==> src/rtl/clock_alarm_multi.sv <==
`default_nettype none
// ============================================================================
// Module   : clock_alarm_multi
// Brief    : 24-hour hh:mm clock with NUM_ALARMS programmable alarm slots and
//            a ring/snooze/acknowledge state machine with ring auto-timeout.
// Revision : 1.0 - initial release
// ============================================================================
module clock_alarm_multi #(
    parameter int TICKS_PER_MIN = 60,
    parameter int NUM_ALARMS    = 4,
    parameter int SNOOZE_MIN    = 5,
    parameter int RING_MIN      = 10,
    localparam int AW           = (NUM_ALARMS > 1) ? $clog2(NUM_ALARMS) : 1
) (
    input  logic          clk,
    input  logic          rst_n,
    input  logic          ena,
    input  logic          time_we,
    input  logic [4:0]    time_hours,
    input  logic [5:0]    time_minutes,
    input  logic          alm_we,
    input  logic [AW-1:0] alm_sel,
    input  logic [4:0]    alm_hours,
    input  logic [5:0]    alm_minutes,
    input  logic          alm_en,
    input  logic          snooze,
    input  logic          ack,
    output logic [4:0]    hours,
    output logic [5:0]    minutes,
    output logic          minute_tick,
    output logic          alarm,
    output logic          snoozed,
    output logic [AW-1:0] alarm_id,
    output logic          wr_err
);

    localparam int PW  = $clog2(TICKS_PER_MIN);
    localparam int AW1 = AW + 1;

    localparam logic [PW-1:0] c_presc_last = PW'(TICKS_PER_MIN - 1);
    localparam logic [AW:0]   c_num_alarms = AW1'(NUM_ALARMS);
    localparam logic [5:0]    c_snooze_min = 6'(SNOOZE_MIN);
    localparam logic [5:0]    c_ring_min   = 6'(RING_MIN);

    localparam logic [1:0] c_st_idle    = 2'd0;
    localparam logic [1:0] c_st_ringing = 2'd1;
    localparam logic [1:0] c_st_snoozed = 2'd2;

    logic [PW-1:0] presc_q, presc_d;
    logic [4:0]    hours_q, hours_d;
    logic [5:0]    minutes_q, minutes_d;
    logic          tick_q, tick_d;
    logic          wr_err_q, wr_err_d;
    logic [1:0]    state_q, state_d;
    logic [AW-1:0] alarm_id_q, alarm_id_d;
    logic [5:0]    ring_cnt_q, ring_cnt_d;
    logic [5:0]    snz_cnt_q, snz_cnt_d;

    logic [4:0]            alm_h_q  [NUM_ALARMS];
    logic [4:0]            alm_h_d  [NUM_ALARMS];
    logic [5:0]            alm_m_q  [NUM_ALARMS];
    logic [5:0]            alm_m_d  [NUM_ALARMS];
    logic [NUM_ALARMS-1:0] alm_en_q, alm_en_d;

    logic                  time_load, alm_load, cancel;
    logic [NUM_ALARMS-1:0] slot_hit;
    logic                  any_hit;
    logic [AW-1:0]         hit_id;

    always_comb begin
        time_load = time_we && (time_hours <= 5'd23) && (time_minutes <= 6'd59);
        alm_load  = alm_we && (alm_hours <= 5'd23) && (alm_minutes <= 6'd59)
                    && ({1'b0, alm_sel} < c_num_alarms);
        wr_err_d  = (time_we && !time_load) || (alm_we && !alm_load);
        cancel    = alm_load && (alm_sel == alarm_id_q) && (state_q != c_st_idle);
    end

    // tick_q doubles as the compare strobe: both are registered with the time update.
    for (genvar g = 0; g < NUM_ALARMS; g++) begin : g_slot_hit
        assign slot_hit[g] = alm_en_q[g] && (alm_h_q[g] == hours_q)
                             && (alm_m_q[g] == minutes_q);
    end

    always_comb begin
        any_hit = |slot_hit;
        hit_id  = '0;
        for (int i = NUM_ALARMS - 1; i >= 0; i--) begin
            if (slot_hit[i]) hit_id = AW'(i);
        end
    end

    // A valid time load wins over a coincident rollover, which is dropped.
    always_comb begin
        presc_d   = presc_q;
        hours_d   = hours_q;
        minutes_d = minutes_q;
        tick_d    = 1'b0;
        if (time_load) begin
            hours_d   = time_hours;
            minutes_d = time_minutes;
            presc_d   = '0;
        end else if (ena) begin
            if (presc_q == c_presc_last) begin
                presc_d = '0;
                tick_d  = 1'b1;
                if (minutes_q == 6'd59) begin
                    minutes_d = 6'd0;
                    hours_d   = (hours_q == 5'd23) ? 5'd0 : hours_q + 5'd1;
                end else begin
                    minutes_d = minutes_q + 6'd1;
                end
            end else begin
                presc_d = presc_q + PW'(1);
            end
        end
    end

    always_comb begin
        alm_en_d = alm_en_q;
        for (int i = 0; i < NUM_ALARMS; i++) begin
            alm_h_d[i] = alm_h_q[i];
            alm_m_d[i] = alm_m_q[i];
            if (alm_load && (alm_sel == AW'(i))) begin
                alm_h_d[i]  = alm_hours;
                alm_m_d[i]  = alm_minutes;
                alm_en_d[i] = alm_en;
            end
        end
    end

    always_comb begin
        state_d    = state_q;
        alarm_id_d = alarm_id_q;
        ring_cnt_d = ring_cnt_q;
        snz_cnt_d  = snz_cnt_q;
        case (state_q)
            c_st_idle: begin
                if (tick_q && any_hit) begin
                    state_d    = c_st_ringing;
                    alarm_id_d = hit_id;
                    ring_cnt_d = 6'd0;
                end
            end
            c_st_ringing: begin
                if (ack) begin
                    state_d = c_st_idle;
                end else if (snooze) begin
                    state_d   = c_st_snoozed;
                    snz_cnt_d = c_snooze_min;
                end else if (tick_q) begin
                    ring_cnt_d = ring_cnt_q + 6'd1;
                    if (ring_cnt_q + 6'd1 == c_ring_min) state_d = c_st_idle;
                end
            end
            c_st_snoozed: begin
                if (ack) begin
                    state_d = c_st_idle;
                end else if (tick_q) begin
                    snz_cnt_d = snz_cnt_q - 6'd1;
                    if (snz_cnt_q == 6'd1) begin
                        state_d    = c_st_ringing;
                        ring_cnt_d = 6'd0;
                    end
                end
            end
            default: state_d = c_st_idle;
        endcase
        if (cancel) state_d = c_st_idle;
    end

    always_ff @(posedge clk or negedge rst_n) begin
        if (!rst_n) begin
            presc_q    <= '0;
            hours_q    <= 5'd0;
            minutes_q  <= 6'd0;
            tick_q     <= 1'b0;
            wr_err_q   <= 1'b0;
            state_q    <= c_st_idle;
            alarm_id_q <= '0;
            ring_cnt_q <= 6'd0;
            snz_cnt_q  <= 6'd0;
            alm_h_q    <= '{default: 5'd0};
            alm_m_q    <= '{default: 6'd0};
            alm_en_q   <= '0;
        end else begin
            presc_q    <= presc_d;
            hours_q    <= hours_d;
            minutes_q  <= minutes_d;
            tick_q     <= tick_d;
            wr_err_q   <= wr_err_d;
            state_q    <= state_d;
            alarm_id_q <= alarm_id_d;
            ring_cnt_q <= ring_cnt_d;
            snz_cnt_q  <= snz_cnt_d;
            alm_h_q    <= alm_h_d;
            alm_m_q    <= alm_m_d;
            alm_en_q   <= alm_en_d;
        end
    end

    assign hours       = hours_q;
    assign minutes     = minutes_q;
    assign minute_tick = tick_q;
    assign alarm       = (state_q == c_st_ringing);
    assign snoozed     = (state_q == c_st_snoozed);
    assign alarm_id    = alarm_id_q;
    assign wr_err      = wr_err_q;

endmodule
`default_nettype wire

==> config.mk <==
export PLATFORM = sky130hd
export DESIGN_NAME = clock_alarm_multi
export DESIGN_NICKNAME = d
export VERILOG_FILES = /design/src/rtl/clock_alarm_multi.sv
export SDC_FILE = /design/constraint.sdc
export NUM_CORES = 1
export LEC_CHECK = 0
export CAP_MARGIN = 20
export CORE_ASPECT_RATIO = 1.1
export CORE_MARGIN = 2
export CORE_UTILIZATION = 40
export DETAILED_ROUTE_END_ITERATION = 7
export PLACE_DENSITY = 0.7
export SLEW_MARGIN = 20
export SYNTH_ARGS = -nofsm -noshare
export SYNTH_HDL_FRONTEND = slang
export SYNTH_SLANG_ARGS = --single-unit
==> constraint.sdc <==
create_clock -name clk -period 2.5 [get_ports clk]
set_input_delay 0.5 -clock clk [delete_from_list [all_inputs] [get_ports clk]]
set_output_delay 0.5 -clock clk [all_outputs]
set_load 0.05 [all_outputs]
# Word level (Yosys, flattened, before mapping)
# Cells that the tools add are included.
[totals]
ff_bits = 83
latchBits = 0
ram_bits = 0
romBits = 0
out_inout_bits = 17
word_cells = 143
n_memories = 0
[classes]
n_addsub = 5
n_mul = 0
div_mod_pow = 0
n_lt_le_gt_ge = 4
n_eq_ne = 32
n_shift = 0
mux = 42
bitwise_logic = 0
reduce_logical = 39
[op_table]
columns = ["cell", "n"]
rows = [
  ["$mux W6", 18],
  ["$mux W2", 13],
  ["$mux W5", 5],
  ["$eq A6 B6 Y1", 4],
  ["$logic_and A1 B1 Y1", 21],
  ["$eq A5 B5 Y1", 4],
  ["$add A6 B1 Y6 const B", 3],
  ["$pmux W6 S3", 1],
  ["$eq A6 B6 Y1 const B", 2],
  ["$le A6 B6 Y1 const B", 2],
  ["$pmux W6 S2", 1],
  ["$le A5 B5 Y1 const B", 2],
  ["$ne A2 B2 Y1 const B", 5],
  ["$ne A5 B3 Y1 const B", 2],
  ["$reduce_and A5 Y1", 2],
  ["$reduce_bool A2 Y1", 5],
  ["$ne A4 B2 Y1 const B", 2],
  ["$reduce_and A8 Y1", 1],
  ["$eq A2 B2 Y1 const B", 3],
  ["$eq A6 B1 Y1 const B", 1],
  ["$eq A6 B4 Y1 const B", 1],
  ["$ne A2 B1 Y1 const B", 3],
  ["$pmux W2 S3", 1],
  ["$sub A6 B1 Y6 const B", 1],
  ["13 further kinds", 19],
]

# Depth between registers and ports, before layout
[depth]
ltp_word = 8
ltp_mapped = 8

# Worst setup path before layout
# No wires, ideal clock.
[synth_path]
path_type = "reg-to-reg"
startpoint = "register state_q[0]"
endpoint = "register snz_cnt_q[5]"
setup_ns = 0.128
arrival_time_ns = 2.174
t_required_ns = 2.372
setup_slack_ns = 0.197
path_stages_with_launch = 8
n_path_buf = 1
cell_sequence = "dfrtp_1 clkbuf_1 nor2b_1 nand3_1 nor4_1 nand2_1 xor2_1 nor2_1"
[synth_via]
elab_chain_len = 3
[synth_rtl]
columns = ["item", "line", "source"]
rows = [
  ["start: declaration", "54", "logic [1:0] state_q, state_d;"],
  ["start signal: assignment", "178", "state_q <= c_st_idle;"],
  ["start signal: assignment", "191", "state_q <= state_d;"],
  ["$eq A2 B2 Y1 *", "n/a", ""],
  ["via snoozed", "32", "output logic snoozed,"],
  ["$ne A2 B1 Y1 (no line) (tied with other cells)", "n/a", ""],
  ["$reduce_and A5 Y1 (no line)", "n/a", ""],
  ["end signal: assignment", "194", "snz_cnt_q <= snz_cnt_d;"],
  ["end: declaration", "57", "logic [5:0] snz_cnt_q, snz_cnt_d;"],
]
# The timed path passes the listed nets; every way through them passes the cells marked *.
# A chain may end at the register's enable or synchronous reset.

# Final worst setup path
[layout_path]
startpoint = "register hours_q[2], in the netlist hours[2]"
endpoint = "output port hours[2]"
[layout_rtl]
columns = ["item", "line", "source"]
rows = [
  ["start: declaration", "50", "logic [4:0] hours_q, hours_d;"],
  ["start signal: assignment", "187", "hours_q <= hours_d;"],
  ["end: declaration", "28", "output logic [4:0] hours,"],
]
# No word-level cell between the ends.

==> out/metrics.csv <==
metric,value,unit
outcome,finished clean,
clk sink count,83,
antenna diode count,0,
Iteration-0 DRC Markers,179,
CTS Root Cell,clkbuf_16,
maximum VDD drop,0.369,mV
max-slew violation count,0,
Mapped Area,4520,um^2
Clk pwr share,0.294,
CP max stage cell,clkdlybuf4s50_1,
synthesis-to-layout area growth,21.8,%
sequential area share after synthesis,0.460,
Bufs and invs on worst path,1,
total of max-cap violations,0,
Tot GR Track Use,0.188,
switching share of power,0.339,
Post-Syn Nets,474,
Syn Area/Cell,10.4,um^2
Critical Path Fanout Max,11,
chip width,105,um
Ports,49,
Core Footprint,11000,um^2
most frequent cells in the layout,"dfrtp_1 (83), mux2_2 (48), xnor2_1 (45), clkdlybuf4s50_1 (45), nand2_1 (30)",
Port Buffers,48,
crit path capture type,output pin,
Final Skew,0.00535,ns
CP cell instances,clkdlybuf4s50_1,
Logic pwr share,0.270,
pwr dens,767,nW/um^2
num rows,40,
Worst-Margin Slew,0.553,ns
Pwr Total,0.00422,W
design internal power,0.00279,W
largest net degree at the start of global routing,39,
initial core utilization,0.412,
Synth async-reset ratio,1.00,
Net Switching,0.00143,W
Yosys Warn Count,0,
Hold Path Class,input port to asynchronous set/reset pin,
drt drc,0,
CTS max path bufs,2,
Yosys reg bits,83,
share of cells above drive strength 1,0.172,
Top delay family on crit path,buffers and inverters,
"commonest non-fill, non-tap cell in the layout",dfrtp_1,
number of global-route vias before repair,3596,
GR Overflow Total,0,
chip height,115,um
gpl congestion,0.966,
"Arr. time, crit path",1.84,ns
Final min period,2.34,ns
final net count,523,
clock-pin slew on the worst setup and hold paths,0.06,ns
Synth Flop Type,dfrtp_1,
Antenna Violating Nets Remaining,0,
relative slew slack,0.631,
Leak Pwr,2.25,nW
Routed WL,10.8,mm
period utilisation layout,0.937,
first-pass GRT wire length,17.9,mm
drt pass-1 iters,5,
CTS tree,done,
post-route setup TNS,0,ns
# fillers,981,
Critical Path Max Stage Delay,0.89,ns
CTS buffer count,9,
Required @ worst endpoint,2.00,ns
via count,3612,
Post-synth EDFFs,0,
initial antenna violation count,0,
Synth Instances,435,
H-tree level count,3,
vias per inst,5.68,
FMAX,0.427,GHz
final setup violation count,0,
Crit Path Class,flop to output pin,
distinct cell type count after synthesis,48,
total setup buffers inserted after CTS,0,
final hold vios,0,
element type at the critical path start,flop,
dpl hpwl,7.98,mm
die area,12200,um^2
RSZ-0062 raised after global routing,no,
DR WL/cell,17.0,um
clock latency on the worst-skew pair,0.34,ns
sequential cell fraction of total power,0.436,
## synth_stat cells, drive strengths merged, types with 2 or more instances
| cell type | count | area share |
|---|---|---|
| dfrtp | 83 | 0.46 |
| mux2 | 48 | 0.12 |
| xnor2 | 45 | 0.087 |
| nand2 | 30 | 0.025 |
| nand4 | 28 | 0.039 |
| nor2 | 27 | 0.022 |
| a21oi | 21 | 0.023 |
| nor3 | 18 | 0.020 |
| nand3 | 14 | 0.016 |
| o21ai | 14 | 0.016 |
| buf | 13 | 0.015 |
| inv | 9 | 0.0075 |
| a21o | 8 | 0.013 |
| clkbuf | 8 | 0.0066 |
| ha | 7 | 0.019 |
| a31oi | 6 | 0.0083 |
| nand2b | 6 | 0.0083 |
| xor2 | 6 | 0.012 |
| or3 | 4 | 0.0055 |
| nor2b | 3 | 0.0042 |
| nor4 | 3 | 0.0042 |
| a211oi | 2 | 0.0044 |
| a311o | 2 | 0.0044 |
| a311oi | 2 | 0.0039 |
| mux2i | 2 | 0.0044 |
| nand4b | 2 | 0.0039 |
| nor4b | 2 | 0.0072 |
| o211ai | 2 | 0.0055 |
| o22ai | 2 | 0.0028 |
| o2bb2ai | 2 | 0.0039 |
| o41ai | 2 | 0.0039 |
| or2 | 2 | 0.0028 |
## routing by layer
metal,up-vias,global-route usage,part of all wire
li1,1663,-,-
met1,1798,0.227,0.42
met2,125,0.328,0.49
met3,26,0.0366,0.054
met4,0,0.0827,0.030
met5,-,0,0
## flip-flops by register name, summed over array words and instances (netlist names)
name / count
state_q: 2
alarm_id: 2
snz_cnt_q: 6
minutes: 6
minute_tick: 1
wr_err: 1
hours: 5
presc_q: 6
alm_en_q: 4
alm_m_q: 24
alm_h_q: 20
ring_cnt_q: 6
## timing repair
action                                  CTS  global route
endpoints found under the setup margin    0             2
resized for setup                         0             2
hold buffers                              0             0
## worst paths after layout
path	from	end	slack (ns)	cells after the start
max in group asynchronous	rst_n	alm_h_q[6]$_DFFE_PN0P_	1.77	2
max	hours[2]$_DFFE_PN0P_	hours[2]	0.16	1
min reg2reg	alm_h_q[4]$_DFFE_PN0P_	alm_h_q[4]$_DFFE_PN0P_	0.53	1
max reg2reg	snz_cnt_q[1]$_DFFE_PN0P_	ring_cnt_q[3]$_DFFE_PN0P_	0.39	8
min in group clk	alm_h_q[4]$_DFFE_PN0P_	alm_h_q[4]$_DFFE_PN0P_	0.53	1
min	rst_n	snz_cnt_q[0]$_DFFE_PN0P_	0.13	1
## cell families after synthesis
logic type	count (synthesis)	synth area share
buffers and inverters	30	0.0291
AOI/OAI and AO/OA	68	0.0986
and+or+nand+nor	146	0.170
xor gates and xnor gates	51	0.0989
muxes	50	0.124
DFF	83	0.460
adders and majority gates	7	0.0194
## power groups by stage
stage,Sequential [W],Combinational (W),Clock [W]
final,0.00184,0.00114,0.00124
after global routing,0.00188,0.00123,0.00132
after CTS,0.00184,0.00114,0.00126
after detailed placement,0.00186,0.00113,0
after global placement,0.00185,0.00110,0
after floorplan,0.00185,0.000753,0
## metrics by stage
stage	util	cells	hold WS [ns]	area, um^2	worst slack (ns)
after detailed placement	0.476	620	0.512	5220	0.135
after CTS	0.502	636	0.152	5500	0.0000357
after global placement	0.476	620	0.502	5220	0.173
after floorplan	-	435	0.204	4520	0.197
final	0.502	636	0.133	5500	0.158
after global routing	0.502	636	0.179	5500	0.0822
## cell type report
class | count | area [um^2] | share of cell area
Multi-Input combinational cell | 322 | 2310 | 0.421
Sequential cell | 83 | 2080 | 0.377
Timing Repair Buffer | 59 | 616 | 0.112
Clock buffer | 10 | 229 | 0.0416
Tap cell | 147 | 184 | 0.0334
Clock inverter | 6 | 48.8 | 0.00887
Inverter | 9 | 33.8 | 0.00614
(Power assumes the default switching activity.)
